===== src/rtl/fifo_ctrl.sv =====
// fifo_ctrl: first-word-fall-through FIFO controller for an external RAM with registered read data
`ifndef ADDR_FIFO
`define ADDR_FIFO 3
`endif
`ifndef WID_FIFO
`define WID_FIFO 8
`endif
`ifndef DEP_FIFO
`define DEP_FIFO (1 << `ADDR_FIFO)
`endif
module fifo_ctrl #(
  parameter int ADDR_W = `ADDR_FIFO,
  parameter int WIDTH = `WID_FIFO,
  parameter int AF_LEVEL = (1 << ADDR_W) - 2
) (
  input  logic              clk,
  input  logic              rst_n,
  input  logic              flush,
  input  logic              wr_valid,
  input  logic [WIDTH-1:0]  wr_data,
  output logic              wr_ready,
  output logic              rd_valid,
  output logic [WIDTH-1:0]  rd_data,
  input  logic              rd_ready,
  output logic [ADDR_W:0]   count,
  output logic              almost_full,
  output logic              mem_we,
  output logic [ADDR_W-1:0] mem_waddr,
  output logic [WIDTH-1:0]  mem_din,
  output logic              mem_re,
  output logic [ADDR_W-1:0] mem_raddr,
  input  logic [WIDTH-1:0]  mem_dout
);
  localparam logic [ADDR_W:0] FULL = (ADDR_W+1)'(1 << ADDR_W);
  localparam logic [ADDR_W:0] AF = (ADDR_W+1)'(AF_LEVEL);
  typedef enum logic {EMPTY, VALID} state_t;
  state_t state_q, state_d;
  logic [ADDR_W-1:0] wptr_q, wptr_d, rptr_q, rptr_d;
  logic [ADDR_W:0] mem_cnt_q, mem_cnt_d;
  logic pop;
  always_comb begin
    wr_ready = rst_n & !flush & (mem_cnt_q != FULL);
    mem_we = wr_valid & wr_ready;
    mem_waddr = wptr_q;
    mem_din = wr_data;
    rd_valid = state_q == VALID;
    rd_data = mem_dout;
    pop = rd_valid & rd_ready;
    mem_re = rst_n & !flush & (mem_cnt_q != '0) & (state_q == EMPTY | rd_ready);
    mem_raddr = rptr_q;
    count = mem_cnt_q + (ADDR_W+1)'(rd_valid);
    almost_full = count >= AF;
    wptr_d = flush ? '0 : wptr_q + ADDR_W'(mem_we);
    rptr_d = flush ? '0 : rptr_q + ADDR_W'(mem_re);
    mem_cnt_d = flush ? '0 : mem_cnt_q + (ADDR_W+1)'(mem_we) - (ADDR_W+1)'(mem_re);
    state_d = flush ? EMPTY : mem_re ? VALID : pop ? EMPTY : state_q;
  end
  always_ff @(posedge clk or negedge rst_n)
    if (!rst_n) begin
      wptr_q <= '0;
      rptr_q <= '0;
      mem_cnt_q <= '0;
      state_q <= EMPTY;
    end else begin
      wptr_q <= wptr_d;
      rptr_q <= rptr_d;
      mem_cnt_q <= mem_cnt_d;
      state_q <= state_d;
    end
endmodule


===== config.mk =====
export PLATFORM = sky130hd
export DESIGN_NAME = fifo_ctrl
export DESIGN_NICKNAME = d
export VERILOG_FILES = /design/src/rtl/fifo_ctrl.sv
export SDC_FILE = /design/constraint.sdc
export NUM_CORES = 1
export LEC_CHECK = 0
export ABC_AREA = 1
export BUFFER_PORTS_ARGS = -buffer_cell sky130_fd_sc_hd__buf_4
export CAP_MARGIN = 20
export CORE_UTILIZATION = 47
export CTS_BUF_LIST = sky130_fd_sc_hd__clkbuf_4 sky130_fd_sc_hd__clkbuf_8
export DETAILED_ROUTE_END_ITERATION = 7
export GPL_ROUTABILITY_DRIVEN = 0
export GPL_TIMING_DRIVEN = 0
export PLACE_DENSITY_LB_ADDON = 0.05
export SKIP_CTS_REPAIR_TIMING = 1
export SYNTH_ARGS = -nofsm -noshare
export SYNTH_HDL_FRONTEND = slang
export SYNTH_SLANG_ARGS = --single-unit

===== constraint.sdc =====
create_clock -name clk -period 4.5 [get_ports clk]
set_input_delay 0.45 -clock clk [delete_from_list [all_inputs] [get_ports clk]]
set_output_delay 0.45 -clock clk [all_outputs]
set_load 0.01 [all_outputs]

==> impl_metrics.ini <==
[final_layout]
syn2layout_area_growth_pct = 37.1
final_common_cell = buf_4
fin_nets = 170
layout-drive-gt1-share_pct = 44.9
num_antenna_cells = 0
mostFrequentLayoutCells = 50 x buf_4, 18 x inv_1, 12 x nand2_1, 11 x ha_1, 11 x dfrtp_1
final_cell_area_sq_um = 1160

[hold_path]
hp-class = in -> async

[critical_path]
crit_top_cell = ha_1
cp_slowest_cell = dfrtp_1
cp_max_fo = 4
crit_required_ns = 4.05
arrival_ns = 1.58
regToRegStartpoint = mem_cnt_q[2]$_DFF_PN0_
worstRegToRegCells = 11
worstSetupStartpointType = flip-flop
end_kind = primary output
reg2reg_slack_ns = 2.50
crit-reg2reg-capture = mem_cnt_q[2]$_DFF_PN0_
crit_type = reg -> out
crit_path_cell_trace = ha_1 > ha_1 > xnor2_1 > inv_1 > a21o_1 > buf_4
slowest_delay_ns = 0.42

[route]
viasPerCell = 4.51
drtIter0Drc = 7
wl_per_cell_um = 10.2
drcViolationCount = 0
drt_wl_total_um = 1630
first_pass_iters = 4
vias = 722
ant_nets = 0

[placed_design]
io_buffers = 34
dp_hpwl_um = 1370
place_area_sq_um = 1130

[die]
row_count = 14
io_pins = 52
die_x_um = 44.5
die_h_um = 44.5
core_sq_um = 1590
start_util_pct = 53.3
die_area_sq_um = 1980

[clocking]
cts.sinks = 11
cts_max_level = 1
cts_buffers = 3
clock_path_buffers = 2
cts_tree = built
cts-root-buf = clkbuf_4
clk_pin_slew_ns = 0.07
clk-insertion-delay-late_ns = 0.27

[synth]
synth_area_sq_um = 850
avgSynthCellArea_sq_um = 8.67
synth_cells = 98
synth-warning-count = 0
yosysSeqAreaShare_pct = 32.4
ys_ff_latch = 11
syn_nets = 131
synth_cell_type_count = 22

[timing]
period_minus_slack_ns = 2.03
rsz0062_at_grt = no
slew_headroom_pct = 86.2
finalMaxSlewViolations = 0
max_freq_ghz = 0.492
fin_worst_skew_ns = 0.00275
hold_viol = 0
worstMarginPinSlew_ns = 0.207
setup_viol = 0
final.period_utilization_pct = 45.2
final.setup.tns_ns = 0

[grt]
grt-ovfl-total = 0
grt_pass1_vias = 679
grt_usage_pct = 18.8
grt_start_max_net_pins = 13
grt_pass1_wl_um = 2650
antenna_found_initial = 0

[power]
powerDensity_nw_per_um2 = 406
peakVddDrop_mv = 0.225
p_leak_nw = 0.706

[run_status]
run_status = finished clean

[flow_run]
maxCapViolCount = 0
[metal layers]
layer	part of all wire, %	global-route usage [%]	vias up
li1	-	-	358
met1	39	20.4	315
met2	50	34.1	47
met3	9.5	3.27	2
met4	1.3	10.9	0
met5	0	0	-
[cell families after synthesis]
kind of cell / Yosys count / share of synthesized area [%]
XOR/XNOR: 2 / 2.06
flip-flops: 11 / 32.4
adder cells (fa/ha/maj): 12 / 18.6
AND/OR/NAND/NOR: 27 / 16.2
AO/OA/AOI/OAI: 10 / 6.92
buffers and inverters: 36 / 23.9
[area by class of cell]
class	instances	area [sq um]
fill	125	429
multi-input combinational	51	372
clock buffer	4	30.0
tap	24	30.0
sequential	11	275
timing repair buffer	34	255
inverter	19	71.3
buffer	17	131
[state kept, by name (all words and copies together) (netlist names)]
register,count
mem_cnt_q,4
mem_waddr,3
mem_raddr,3
rd_valid,1
[worst max-delay path: cells and delay by family (launching register included)]
family,cells,cell delay [ns]
AO/OA/AOI/OAI,1,0.15
XOR/XNOR,1,0.12
adder cells (fa/ha/maj),2,0.41
buffers and inverters,2,0.20
flip-flops,1,0.42
[report_power, final]
| part | switching, W | leakage (nW) | internal, W | total (W) |
|---|---|---|---|---|
| combinational | 0.000136 | 0.538 | 0.000126 | 0.000262 |
| clock | 0.0000343 | 0.0184 | 0.0000404 | 0.0000747 |
| sequential | 0.0000181 | 0.149 | 0.000119 | 0.000137 |
[cells in the mapped netlist]
cell	n	area, sq um
buf_6	1	11.3
buf_4	16	120
nand2_2	1	6.26
o21ai_0	4	20.0
and2_1	1	6.26
nor2_2	1	6.26
inv_2	1	3.75
ha_1	11	138
nand2_1	12	45.0
nand3_2	1	10.0
inv_1	18	67.6
nand3b_1	1	7.51
nor2_8	1	20.0
a21boi_2	1	11.3
nor2_1	8	30.0
a21oi_1	4	20.0
a21o_1	1	7.51
fa_1	1	20.0
xnor2_1	1	8.76
dfrtp_1	11	275
nand4_1	1	6.26
xor2_1	1	8.76
[stage by stage]
step	hold slack [ns]	total power (W)	cells	util (%)	setup slack [ns]
final	0.00185	0.000473	160	73.1	2.47
after global routing	0.000637	0.000523	160	73.1	2.37
after CTS	-0.00579	0.000479	160	73.1	2.44
after detailed placement	0.301	0.000400	156	71.2	2.36
after global placement	0.298	0.000390	156	71.2	2.37
after floorplan	0.154	0.000310	98	-	2.55
[how the worst max path moves through the flow]
stage / from / end / slack (ns) / depth (start not counted)
6_report: mem_cnt_q[0]$_DFF_PN0_ / almost_full / 2.47 / 6
5_1_grt: mem_cnt_q[0]$_DFF_PN0_ / almost_full / 2.37 / 6
4_1_cts: mem_cnt_q[0]$_DFF_PN0_ / almost_full / 2.44 / 6
3_5_place_dp: rst_n / mem_cnt_q[1]$_DFF_PN0_ / 2.36 / 9
3_3_place_gp: rst_n / mem_cnt_q[1]$_DFF_PN0_ / 2.37 / 9
2_1_floorplan: flush / mem_cnt_q[1]$_DFF_PN0_ / 2.55 / 8
Note: power is estimated with default switching activity, not from simulation.
